## config.mk

```make
export PLATFORM = sky130hd
export DESIGN_NAME = interleave_ctrl
export DESIGN_NICKNAME = d
export VERILOG_FILES = /design/src/rtl/interleave_ctrl.sv
export SDC_FILE = /design/constraint.sdc
export NUM_CORES = 1
export LEC_CHECK = 0
export BUFFER_PORTS_ARGS = -buffer_cell sky130_fd_sc_hd__buf_2
export CAP_MARGIN = 20
export CORE_MARGIN = 2
export CORE_UTILIZATION = 40
export CTS_CLUSTER_DIAMETER = 30
export DETAILED_ROUTE_END_ITERATION = 7
export GPL_ROUTABILITY_DRIVEN = 0
export PLACE_DENSITY_LB_ADDON = 0.08
export SKIP_LAST_GASP = 1
export SLEW_MARGIN = 20
export SYNTH_ARGS = -nofsm -noshare
export SYNTH_HDL_FRONTEND = slang
export SYNTH_SLANG_ARGS = --single-unit
```

## constraint.sdc

```tcl
create_clock -name clk -period 9.5 [get_ports clk]
set_input_delay 0.95 -clock clk [delete_from_list [all_inputs] [get_ports clk]]
set_output_delay 0.95 -clock clk [all_outputs]
set_load 0.01 [all_outputs]
```

## src/rtl/interleave_ctrl.sv

```systemverilog
// Block-interleaver controller. Accepts ROWS*COLS words and writes them to a
// single-port RAM in row-major order. It then reads the frame back in
// column-major order and streams the words out with last-word marking.
// Ports:
//   clk, rst_n                      clock, async active-low reset
//   in_data/in_valid/in_ready       upstream stream
//   ram_addr/ram_cs_n/ram_rd        RAM control (cs_n active low, rd=1 read)
//   ram_wdata/ram_rdata             RAM data; read data arrives one cycle after the address
//   out_data/out_valid/out_ready    interleaved output stream
//   out_last                        final word of a frame (qualified by out_valid)
//   frame_done                      one-cycle pulse after the final word is accepted
module interleave_ctrl #(
  parameter int unsigned DATA_W = 32,
  parameter int unsigned ADDR_W = 14,
  parameter int unsigned ROWS   = 83,
  parameter int unsigned COLS   = 148
) (
  input  logic              clk,
  input  logic              rst_n,
  input  logic [DATA_W-1:0] in_data,
  input  logic              in_valid,
  output logic              in_ready,
  output logic [ADDR_W-1:0] ram_addr,
  output logic              ram_cs_n,
  output logic              ram_rd,
  output logic [DATA_W-1:0] ram_wdata,
  input  logic [DATA_W-1:0] ram_rdata,
  output logic [DATA_W-1:0] out_data,
  output logic              out_valid,
  input  logic              out_ready,
  output logic              out_last,
  output logic              frame_done
);

  localparam int unsigned N     = ROWS * COLS;
  localparam int unsigned CNT_W = $clog2(N + 1);
  localparam int unsigned ROW_W = $clog2(ROWS);
  localparam int unsigned COL_W = $clog2(COLS);

  typedef enum logic {S_WRITE, S_READ} state_t;

  state_t            state;
  logic [ADDR_W-1:0] wr_addr;
  logic [ADDR_W-1:0] rd_addr;
  logic [ROW_W-1:0]  row;
  logic [COL_W-1:0]  col;
  logic [CNT_W-1:0]  issued;
  logic              pending;
  logic              pending_last;
  logic [DATA_W-1:0] fifo_data [2];
  logic              fifo_last [2];
  logic              wr_ptr;
  logic              rd_ptr;
  logic [1:0]        occ;

  logic       accept;
  logic       wr_last;
  logic       pop;
  logic       issue;
  logic       issue_last;
  logic [2:0] load;

  // Output stream is the head of the 2-entry FIFO
  assign out_valid = (occ != 2'd0);
  assign out_data  = fifo_data[rd_ptr];
  assign out_last  = out_valid & fifo_last[rd_ptr];
  assign pop       = out_valid & out_ready;

  assign accept  = in_valid & in_ready;
  assign wr_last = (wr_addr == ADDR_W'(N - 1));

  // Words held or in flight after this cycle's pop; counting the pop lets
  // issue continue every cycle while the consumer keeps up.
  assign load       = 3'(occ) + 3'(pending) - 3'(pop);
  assign issue_last = (issued == CNT_W'(N - 1));
  assign issue      = (state == S_READ) && (load < 3'd2) && (issued < CNT_W'(N));

  // RAM control: writes only on accepted words, continuous reads in READ
  always_comb begin
    ram_cs_n  = 1'b1;
    ram_rd    = 1'b0;
    ram_addr  = wr_addr;
    ram_wdata = in_data;
    if (state == S_READ) begin
      ram_cs_n = 1'b0;
      ram_rd   = 1'b1;
      ram_addr = rd_addr;
    end else if (accept) begin
      ram_cs_n = 1'b0;
    end
  end

  // Frame FSM, address generation and output FIFO
  always_ff @(posedge clk or negedge rst_n) begin
    if (!rst_n) begin
      state        <= S_WRITE;
      in_ready     <= 1'b0;
      frame_done   <= 1'b0;
      wr_addr      <= '0;
      rd_addr      <= '0;
      row          <= '0;
      col          <= '0;
      issued       <= '0;
      pending      <= 1'b0;
      pending_last <= 1'b0;
      wr_ptr       <= 1'b0;
      rd_ptr       <= 1'b0;
      occ          <= '0;
      for (int i = 0; i < 2; i++) begin
        fifo_data[i] <= '0;
        fifo_last[i] <= 1'b0;
      end
    end else begin
      frame_done <= 1'b0;
      case (state)
        S_WRITE: begin
          in_ready <= 1'b1;
          if (accept) begin
            if (wr_last) begin
              wr_addr  <= '0;
              state    <= S_READ;
              in_ready <= 1'b0;
            end else begin
              wr_addr <= wr_addr + ADDR_W'(1);
            end
          end
        end
        S_READ: begin
          pending      <= issue;
          pending_last <= issue & issue_last;
          if (issue) begin
            issued <= issued + CNT_W'(1);
            // Column-major walk by addition: step a row, or wrap to the next column
            if (row == ROW_W'(ROWS - 1)) begin
              row     <= '0;
              col     <= col + COL_W'(1);
              rd_addr <= ADDR_W'(col) + ADDR_W'(1);
            end else begin
              row     <= row + ROW_W'(1);
              rd_addr <= rd_addr + ADDR_W'(COLS);
            end
          end
          if (pending) begin
            fifo_data[wr_ptr] <= ram_rdata;
            fifo_last[wr_ptr] <= pending_last;
            wr_ptr            <= ~wr_ptr;
          end
          if (pop) begin
            rd_ptr <= ~rd_ptr;
          end
          occ <= occ + 2'(pending) - 2'(pop);
          if (pop && out_last) begin
            frame_done   <= 1'b1;
            state        <= S_WRITE;
            in_ready     <= 1'b1;
            rd_addr      <= '0;
            row          <= '0;
            col          <= '0;
            issued       <= '0;
            pending      <= 1'b0;
            pending_last <= 1'b0;
            wr_ptr       <= 1'b0;
            rd_ptr       <= 1'b0;
            occ          <= '0;
          end
        end
        default: state <= S_WRITE;
      endcase
    end
  end

endmodule

```

## Word-level counts from Yosys, hierarchy flattened

Index checks and enable logic that the tools add are counted.

| cells by class | value |
|---|---|
| $add $sub $neg | 10 |
| magnitude comparators | 5 |
| equality and inequality tests | 4 |
| muxes and demuxes | 45 |
| bitwise operators | 9 |
| reductions and logical operators | 15 |

Operators with widths:

| kind | number |
|---|---|
| 32-bit 2-to-1 mux | 4 |
| 14-bit 2-to-1 mux | 7 |
| 64-bit bitwise mux | 1 |
| 32-bit demux with 1-bit select | 1 |
| 14-bit by 1-bit adder with 14-bit output (second input constant) | 2 |
| 14-bit == test (second input constant) | 2 |
| 8-bit 2-to-1 mux | 3 |
| 1-bit 2-to-1 mux | 21 |
| 7-bit 2-to-1 mux | 3 |
| 14-bit by 8-bit adder with 14-bit output (second input constant) | 1 |
| 14-bit less-than comparator (second input constant) | 1 |
| 2-bit AND reduction | 5 |
| 2-bit nonzero test | 5 |
| 8-bit by 1-bit adder with 9-bit output (second input constant) | 1 |
| 8-bit by 1-bit adder with 8-bit output (second input constant) | 1 |
| 7-bit by 1-bit adder with 7-bit output (second input constant) | 1 |
| 7-bit == test (second input constant) | 1 |
| 1-bit bitwise AND | 4 |
| 2-bit >= comparator (second input constant) | 2 |
| 1-bit logical AND | 4 |
| 1-bit inverter with 2-bit output | 2 |
| 1-bit one-hot mux with 2 select lines | 2 |
| 2-bit by 1-bit adder with 3-bit output | 1 |
| 3-bit by 2-bit less-than comparator with 1-bit output (second input constant) | 1 |
| other kinds (10) | 12 |

| word-level totals | value |
|---|---|
| flip-flop bits (word level) | 132 |
| input port bits | 68 |
| output and inout bits | 84 |
| logic and storage cells | 105 |

## Depth between registers and ports, before layout

Gate-level depths: netlist (run 1).

| depth | value |
|---|---|
| word-level depth | 8 |
| mapped depth | 14 |
| depth with buffers taken out | 12 |

## Worst setup path after synthesis (run 1)

No wires, ideal clock.

| path | value |
|---|---|
| kind | input to register |
| start | in out_ready |
| end | reg rd_addr[12] |
| setup time | 0.080 ns |
| arrival time | 3.350 ns |
| data required time | 9.420 ns |
| path slack | 6.070 ns |
| cell stages on the path | 12 |
| path buffers | 0 |
| cell sequence | o21ai_0 inv_1 ha_1 inv_1 ha_1 inv_1 fa_1 xnor2_1 nand4_1 or3_4 or3_1 o211ai_2 |

| between the ends | value |
|---|---|
| word-level cells in the longest chain between the ends | 7 |
| elaborated cells on any way between the ends | 9 |
| those cells by class | add/sub: 1; order compare: 1; mux: 1; bitwise: 1; reduce/logical: 5 |

RTL lines:

| item | RTL line | RTL |
|---|---|---|
| start: declaration | 30 | `input logic out_ready,` |
| 1-bit bitwise AND * | 67 | `assign pop = out_valid & out_ready;` |
| 3-bit by 1-bit subtractor with 3-bit output | 74 | `assign load = 3'(occ) + 3'(pending) - 3'(pop);` |
| 3-bit by 2-bit less-than comparator with 1-bit output | 76 | `assign issue = (state == S_READ) && (load < 3'd2) && (issued < CNT_W'(N));` |
| 1-bit logical AND (2 in series) | 76 |  |
| 2-bit nonzero test (no line) | n/a |  |
| 2-bit AND reduction (no line) | n/a |  |
| end signal: assignment | 137 | `rd_addr <= ADDR_W'(col) + ADDR_W'(1);` |
| end signal: assignment | 140 | `rd_addr <= rd_addr + ADDR_W'(COLS);` |
| end: declaration | 44 | `logic [ADDR_W-1:0] rd_addr;` |

Every way passes the cells marked *; elsewhere a longest branch is shown, timed or not.
A chain may end at the register's enable or synchronous reset.

## Worst setup path after layout (run 1)

| path | value |
|---|---|
| start | reg occ[1] |
| end | reg rd_addr[12] |

| between the ends | value |
|---|---|
| word-level cells in the longest chain between the ends | 8 |
| elaborated cells on any way between the ends | 12 |
| those cells by class | add/sub: 2; order compare: 1; mux: 1; bitwise: 2; reduce/logical: 6 |

RTL lines:

| item | RTL line | RTL |
|---|---|---|
| start: declaration | 54 | `logic [1:0] occ;` |
| start signal: assignment | 151 | `occ <= occ + 2'(pending) - 2'(pop);` |
| branches (longest 8 deep; another with 2-bit by 1-bit adder with 3-bit output) | n/a |  |

Several ways; the timed one is not identified.

==> results by group, run 1 <==
Clock tree
  • Total CTS buffers: 17
  • Clk pin slew, worst setup/hold paths: 60 ps
  • CTS Hold Bufs: 0
  • Clk_lat worst skew: 420 ps
  • Sink Count: 132
  • Post-CTS setup buffer count: 0
  • CTS tree: done
  • Max Root-Sink Buffers: 2
  • H-tree depth: 4
  • Root Driver: clkbuf_16
  • # resized after CTS: 0

STA
  • Period minus WS final: 3530 ps
  • Worst clock skew: 7.09 ps
  • RSZ-0062 raised after global routing: false
  • Hold Vio Cnt, Final: 0
  • Setup-failing EPs final: 0
  • Final worst path period share: 37.1%
  • Max Clock Freq: 284 MHz
  • Final setup TNS: 0 ps
  • Max-slew violation count: 0
  • Worst slew margin: 35.8%
  • Worst slew pin tran: 964 ps

Power and ir drop
  • Pwr dens: 175 nW/um2
  • Sw frac: 23.9%
  • Reported net switching power: 0.328 mW
  • Sequential power share: 44.8%
  • Pwr Total: 1.37 mW
  • Lkg Pwr: 3.49 nW
  • Pint: 1.04 mW
  • Peak VDD IR: 0.000117 V
  • Clock power share: 47.4%
  • Combinational power share: 7.9%

Worst setup path
  • CP Data Arrival Time: 3870 ps
  • FF-to-FF Start: occ[1]$_DFFE_PN0P_
  • Setup crit end kind: flop
  • R2R cell count: 12
  • WS Path Type: flop to flop
  • Worst r2r dst: rd_addr[12]$_DFFE_PN0P_
  • CP startpoint kind: flop
  • CP required: 9850 ps
  • FF-to-FF setup slack: 5970 ps
  • Largest fanout on the critical path: 13

Global route
  • Antenna violations before repair: 0
  • Largest net degree at the start of global routing: 78
  • Vias in the first global route: 4950
  • First-pass GRT wire length: 25200 um
  • GRT Residual Overflow: 0
  • Tot GR Track Use: 17.5%

Synth
  • Yosys warnings: 0
  • Post-Synthesis Cells: 619
  • Synth Cell Area: 6850 um2
  • Asr flop ratio synth: 100%
  • Adder-cell share of the synthesized area: 1.75%
  • Sequential element share of the synthesized area: 48.3%
  • Largest family of logic cells by synthesized area: multiplexers
  • Synth Area in XOR/XNOR: 2.05%
  • Post-Synth Simple-Gate Area: 11.8%
  • Syn Area/Cell: 11.1 um2
  • Most used flip-flop cell after synthesis: dfrtp_1
  • Count of cell types in the netlist: 63
  • #FFs+latches synth: 132
  • Post-synth EDFFs: 0
  • Syn nets: 696
  • Post-synthesis mux area share: 19.4%
  • Compound-Gate Fraction of Synth Area: 10.1%

Die
  • Site row count: 47
  • Die W: 135 um
  • I/O pin total: 152
  • Die extent in y: 135 um
  • Core Area: 16600 um2
  • Die area: 18200 um2
  • Starting density of the core: 41.1%

Worst hold path
  • Worst Hold End: row[6]$_DFFE_PN0P_
  • Hold crit path type: flop to flop
  • Worst hold path cell count: 1
  • Worst hold path startpoint: row[6]$_DFFE_PN0P_

Layout
  • # diodes: 0
  • Syn-to-layout area delta: 14.4%
  • Nets: 748
  • Layout cell share with drive strength beyond 1: 37.1%

Detailed routing
  • Drt initial violations: 256
  • Routed Antenna Nets: 0
  • # DRC: 0
  • Via density: 5.31
  • DR vias: 4803
  • Total Wirelength: 15000 um
  • DR WL/cell: 16.6 um
  • DRT Pass-1 Iters: 4

Outcome
  • Status: complete, no violations

Place
  • DP Wirelength: 10000 um
  • Port bufs: 87

Flow run
  • Max Cap Viol: 0
==> synth_stat cells, drive strengths merged (2+ instances only) <==
| cell | instances | share of area (%) |
|---|---|---|
| and3 | 9 | 0.90 |
| or2 | 2 | 0.18 |
| o31ai | 5 | 0.55 |
| a22o | 4 | 0.51 |
| or3 | 3 | 0.35 |
| o41ai | 2 | 0.37 |
| nand2 | 38 | 2.1 |
| mux2i | 4 | 0.77 |
| nand4 | 6 | 0.55 |
| mux2 | 113 | 19 |
| xnor2 | 10 | 1.3 |
| and2 | 3 | 0.27 |
| xor2 | 6 | 0.77 |
| nand3b | 2 | 0.22 |
| a31oi | 14 | 1.3 |
| nor3 | 9 | 0.80 |
| nor2 | 35 | 2.0 |
| nor2b | 2 | 0.18 |
| o22ai | 5 | 0.46 |
| buf | 43 | 4.5 |
| a21oi | 27 | 2.0 |
| a21o | 4 | 0.44 |
| o21ai | 35 | 2.6 |
| a41oi | 3 | 0.38 |
| a31o | 2 | 0.26 |
| ha | 8 | 1.5 |
| nand2b | 4 | 0.40 |
| and4 | 6 | 0.77 |
| inv | 22 | 1.2 |
| nand3 | 25 | 1.9 |
| clkbuf | 18 | 0.99 |
| dfrtp | 132 | 48 |
==> worst max-delay path, cell delays in order, from the launching register on <==
cell	delay (ps)
dfrtp_1	450
o21ai_0	390
inv_1	150
ha_1	290
inv_1	50
ha_1	130
inv_1	50
fa_1	370
xnor2_1	170
nand4_1	330
or3_4	590
or3_1	400
o211ai_2	70
==> metrics by stage <==
step / instance area, um2 / hold WS [ps] / util (%) / setup slack (ps) / std cells
after global placement: 7240 / 477 / 43.5 / 5700 / 872
after CTS: 7820 / 491 / 47.0 / 5990 / 904
final: 7830 / 493 / 47.0 / 5970 / 904
after detailed placement: 7240 / 477 / 43.5 / 5620 / 872
after floorplan: 6850 / 444 / - / 6070 / 619
after global routing: 7830 / 512 / 47.0 / 5610 / 904
==> worst max path at each step <==
stage,from,end,slack (ps),depth (start not counted)
6_report,occ[1]$_DFFE_PN0P_,rd_addr[12]$_DFFE_PN0P_,5970,12
3_3_place_gp,out_ready,rd_addr[12]$_DFFE_PN0P_,5700,13
2_1_floorplan,out_ready,rd_addr[12]$_DFFE_PN0P_,6070,12
4_1_cts,occ[1]$_DFFE_PN0P_,rd_addr[12]$_DFFE_PN0P_,5990,12
3_5_place_dp,out_ready,rd_addr[12]$_DFFE_PN0P_,5620,13
5_1_grt,occ[1]$_DFFE_PN0P_,rd_addr[12]$_DFFE_PN0P_,5610,12
==> layout by cell type (no fill, tap or decap), drive strengths merged, types with 2 or more instances in the layout <==
cell type	Yosys	layout
inv	22	24
a31oi	14	14
o31ai	5	5
nor2b	2	2
a21o	4	4
nand4	6	6
xor2	6	6
o21ai	35	35
and2	3	3
a41oi	3	3
or2	2	2
nand2	38	38
o22ai	5	5
a31o	2	2
nand3b	2	2
mux2	113	113
or3	3	3
nand3	25	25
dfrtp	132	132
bufinv	0	2
o41ai	2	2
clkinv	0	3
and3	9	9
and4	6	6
nand2b	4	4
a21oi	27	27
nor3	9	9
clkinvlp	0	4
ha	8	8
a22o	4	4
mux2i	4	4
nor2	35	35
xnor2	10	10
clkbuf	18	21
buf	43	94
==> metal layers <==
metal  track usage (%)  vias to the layer above  part of all wire, %
li1                  -                     2294                    -
met4              7.13                        0                  1.8
met1              23.3                     2358                   47
met5                 0                        -                    0
met3              4.35                       29                  5.3
met2              27.4                      122                   46
==> registers in the layout, indices dropped and copies added, names as in the netlist <==
register and cells:
fifo_last 2, pending_last 1, wr_addr 14, in_ready 1, frame_done 1, rd_addr 14, pending 1, fifo_data 64
rd_ptr 1, row 7, state 1, col 8, wr_ptr 1, occ 2, issued 14
==> cell families (layout without fill, tap and decap cells) <==
group           Yosys count  in the layout
compound gates          111            111
xor+xnor                 16             16
fa+ha+maj                 9              9
buf+inv                  83            148
flops                   132            132
mux                     117            117
simple gates            151            151
==> power by group through the flow <==
stage          clock (mW)  sequential (mW)  combinational (mW)
6_report            0.648            0.613               0.108
3_5_place_dp            0            0.623               0.110
5_1_grt             0.692            0.617               0.121
4_1_cts             0.666            0.613               0.110
2_1_floorplan           0            0.614              0.0775
3_3_place_gp            0            0.621               0.107
==> area by class of cell <==
class,instances,area (um2)
Clock buffer,21,460
Clock inverter,11,126
Fill cell,1550,8810
Inverter,22,82.6
Multi-Input combinational cell,404,3090
Sequential cell,132,3300
Tap cell,220,275
Timing Repair Buffer,94,490
Note: power is estimated with default switching activity, not from simulation.
==> run 2: changes to the inputs <==
Settings changed: ABC_AREA set to 1.
Clock period 9.5 ns to 3.35 ns, I/O delays scaled along.
==> run 2 against run 1 <==
Effect of this change: the run now ends with hold timing left; sequential power increased to 2.8 times the previous value; sequential share of layout area fell by 0.88 points; via count grew 21%; clock skew is 2.5 ps higher; routed wire length grew 8.4%; synthesized cell count increased by 54%; power increased to 2.9 times the previous value; design area up 2.1%; area after synthesis increased by 2.6%; critical endpoint is now col[2]$_DFFE_PN0P_; highest routed layer unchanged.
==> results by group, run 2 <==
Outcome
  • Status: finished with violations (was complete, no violations)
  • Failing checks: hold timing

Global route
  • Most Crowded Layer GR: met2 (unchanged)
  • GRT Residual Overflow: 0 (unchanged)
  • Tot GR Track Use: 18.4% (was 17.5%)
  • Met2 Usage GRT: 28.1% (was 27.4%)
  • Met3 GRT Util: 4.78% (was 4.35%)
  • Vias in the first global route: 5440 (was 4950)
  • Antenna violations before repair: 0 (unchanged)
  • First-pass GRT wire length: 26800 um (was 25200 um)
  • Largest net degree at the start of global routing: 86 (was 78)
  • M1 GR Usage: 25.4% (was 23.3%)

Clock tree
  • Post-CTS setup buffer count: 0 (unchanged)
  • Max Root-Sink Buffers: 2 (unchanged)
  • Root Driver: clkbuf_16 (unchanged)
  • H-tree depth: 4 (unchanged)
  • Clk pin slew, worst setup/hold paths: 60 ps (about the same)
  • Clk_lat worst skew: 430 ps (was 420 ps)
  • Total CTS buffers: 17 (unchanged)
  • # resized after CTS: 0 (unchanged)
  • CTS tree: done (unchanged)
  • CTS Hold Bufs: 0 (unchanged)
  • Sink Count: 132 (unchanged)

Synth
  • Most used flip-flop cell after synthesis: dfrtp_1 (unchanged)
  • Yosys top cell by area: dfrtp_1 (unchanged)
  • Yosys warnings: 0 (unchanged)
  • Synth Cell Area: 7020 um2 (was 6850 um2)
  • Adder-cell share of the synthesized area: 1.71% (was 1.75%)
  • #FFs+latches synth: 132 (unchanged)
  • Post-synth EDFFs: 0 (unchanged)
  • Post-synthesis mux area share: 0% (was 19.4%)
  • Count of cell types in the netlist: 29 (was 63)
  • Compound-Gate Fraction of Synth Area: 9.41% (was 10.1%)
  • Post-Synthesis Cells: 954 (was 619)
  • Top-count cell post-synth: nand2_1 (was dfrtp_1)
  • Synth Area in XOR/XNOR: 1.37% (was 2.05%)
  • Post-Synth Simple-Gate Area: 28.6% (was 11.8%)
  • Largest family of logic cells by synthesized area: simple AND/OR/NAND/NOR gates (was multiplexers)
  • Synth cell count leaders: nand2_1 (358), dfrtp_1 (132), inv_1 (109), o21ai_0 (103), nand3_1 (54) (was dfrtp_1 (132), mux2_2 (113), nand2_1 (38), nor2_1 (34), buf_4 (33))
  • Largest cells by area after synthesis: dfrtp_1 (47%), nand2_1 (19%), o21ai_0 (7.3%) (was dfrtp_1 (48%), mux2_2 (19%), buf_4 (3.6%))
  • Sequential element share of the synthesized area: 47.0% (was 48.3%)
  • Syn nets: 1031 (was 696)
  • Synth top area share: 47.0% (was 48.3%)
  • Syn Area/Cell: 7.36 um2 (was 11.1 um2)
  • Asr flop ratio synth: 100% (unchanged)

Worst setup path
  • CP startpoint kind: flop (unchanged)
  • FF-to-FF Start: occ[1]$_DFFE_PN0P_ (unchanged)
  • WS Path Type: flop to flop (unchanged)
  • CP bufs+invs: 2 (was 3)
  • Crit path from: occ[1]$_DFFE_PN0P_ (unchanged)
  • CP max stage cell: fa_1 (was or3_4)
  • Sequence of cells on the critical path: nor2_1 > nor2_1 > ha_1 > inv_1 > ha_1 > inv_1 > fa_1 > nand3_1 > nor2_1 > nand2_2 > nand2_2 > nand2_2 > nand2_1 > o21ai_0 (was o21ai_0 > inv_1 > ha_1 > inv_1 > ha_1 > inv_1 > fa_1 > xnor2_1 > nand4_1 > or3_4 > or3_1 > o211ai_2)
  • Cell family with most CP delay: simple AND/OR/NAND/NOR gates (unchanged)
  • Setup crit end kind: flop (unchanged)
  • Largest fanout on the critical path: 15 (was 13)
  • Slowest Stage Delay on Critical Path: 510 ps (was 590 ps)
  • CP Data Arrival Time: 3180 ps (was 3870 ps)
  • CP required: 3650 ps (was 9850 ps)

Detailed routing
  • # DRC: 0 (unchanged)
  • DR vias: 5802 (was 4803)
  • Routed Antenna Nets: 0 (unchanged)
  • Via density: 4.68 (was 5.31)
  • Drt initial violations: 330 (was 256)
  • Total Wirelength: 16300 um (was 15000 um)
  • DR WL/cell: 13.1 um (was 16.6 um)
  • DRT Pass-1 Iters: 5 (was 4)

Layout
  • Largest Register: fifo_data (unchanged)
  • Most frequent cells in the layout: nand2_1 (358), dfrtp_1 (132), inv_1 (109), o21ai_0 (103), buf_2 (86) (was dfrtp_1 (132), mux2_2 (113), buf_2 (86), nand2_1 (38), nor2_1 (34))
  • Multi-input gate area: 2890 um2 (was 3090 um2)
  • Layout cell share with drive strength beyond 1: 13.8% (was 37.1%)
  • Non-filler instance count after layout: 1239 (was 904)
  • Commonest non-fill, non-tap cell in the layout: nand2_1 (was dfrtp_1)
  • Register Area: 3300 um2 (unchanged)
  • Fillcell total: 1732 (was 1550)
  • Largest register FFs: 64 (unchanged)
  • # diodes: 0 (unchanged)
  • Nets: 1078 (was 748)
  • Syn-to-layout area delta: 13.8% (was 14.4%)

Die
  • Core Area: 17200 um2 (was 16600 um2)
  • Starting density of the core: 40.8% (was 41.1%)
  • Site row count: 48 (was 47)
  • Die W: 137 um (was 135 um)
  • Die extent in y: 137 um (was 135 um)
  • Die area: 18600 um2 (was 18200 um2)
  • I/O pin total: 152 (unchanged)

Power and ir drop
  • Pwr dens: 495 nW/um2 (was 175 nW/um2)
  • Pwr Total: 3.96 mW (was 1.37 mW)
  • Peak VDD IR: 0.000387 V (was 0.000117 V)
  • Lkg Pwr: 4.25 nW (was 3.49 nW)

STA
  • Final setup TNS: 0 ps (unchanged)
  • Setup-failing EPs final: 0 (unchanged)
  • Min setup slack post-route: 469 ps (was 5970 ps)
  • Max Clock Freq: 347 MHz (was 284 MHz)
  • Hold Vio Cnt, Final: 19 (was 0)
  • Max-slew violation count: 0 (unchanged)
  • Worst hold slack: -49.1 ps (was 493 ps)
  • Worst slew pin tran: 837 ps (was 964 ps)
  • Period minus WS final: 2880 ps (was 3530 ps)
  • Final worst path period share: 86.0% (was 37.1%)
  • RSZ-0062 raised after global routing: false (unchanged)
  • Worst clock skew: 9.59 ps (was 7.09 ps)
  • Worst slew margin: 44.2% (was 35.8%)

Place
  • Port bufs: 87 (unchanged)
  • Setup WS pre-CTS: 434 ps (was 5620 ps)
  • Dpl cells: 1207 (was 872)
  • DP Wirelength: 11200 um (was 10000 um)

Flow run
  • Max Cap Viol: 0 (unchanged)

Worst hold path
  • Hold crit path type: primary input to async pin (was flop to flop)
-- run 2: cell families (layout without fill, tap and decap cells) --
kind of cell | Yosys count | in the layout
xor gates and xnor gates | 11 | 11
AOI/OAI and AO/OA | 129 | 129
DFF | 132 | 132
adders and majority gates | 9 | 9
buffers and inverters | 178 | 238
and+or+nand+nor | 495 | 495
-- run 2: final cells by class --
type | instances | share of cell area, %
sequential | 132 | 41.3
multi-input combinational | 644 | 36.1
timing repair buffer | 95 | 6.43
clock buffer | 18 | 5.49
inverter | 111 | 5.24
tap | 225 | 3.52
clock inverter | 14 | 1.89
-- run 2: final timing paths --
| check | slack (ps) | depth (start not counted) | end |
|---|---|---|---|
| setup / recovery | 470 | 14 | col[2]$_DFFE_PN0P_ |
| hold / removal | -50 | 1 | col[1]$_DFFE_PN0P_ |
| setup reg to reg | 470 | 14 | col[2]$_DFFE_PN0P_ |
| hold reg to reg | 480 | 2 | fifo_data[16]$_DFFE_PN0P_ |
| max in group asynchronous | 2630 | 2 | fifo_data[28]$_DFFE_PN0P_ |
| min in group clk | 170 | 3 | fifo_data[16]$_DFFE_PN0P_ |
-- run 2: power by group --
part	leakage (nW)	total (mW)	switching, mW	internal (mW)
sequential	1.41	1.69	0.0511	1.64
clock	0.276	1.87	0.749	1.12
combinational	2.57	0.397	0.261	0.136
-- run 2: metrics by stage --
| stage | util [%] | area [um2] |
|---|---|---|
| final | 46.4 | 8000 |
| after global routing | 46.4 | 8000 |
| after CTS | 46.4 | 8000 |
| after detailed placement | 43.0 | 7410 |
| after global placement | 43.0 | 7410 |
| after floorplan | - | 7020 |
-- run 2: metal layers --
| metal | routed length, um | vias up |
|---|---|---|
| li1 | - | 3051 |
| met1 | 7940 | 2620 |
| met2 | 7310 | 111 |
| met3 | 810 | 20 |
| met4 | 214 | 0 |
| met5 | 0 | - |
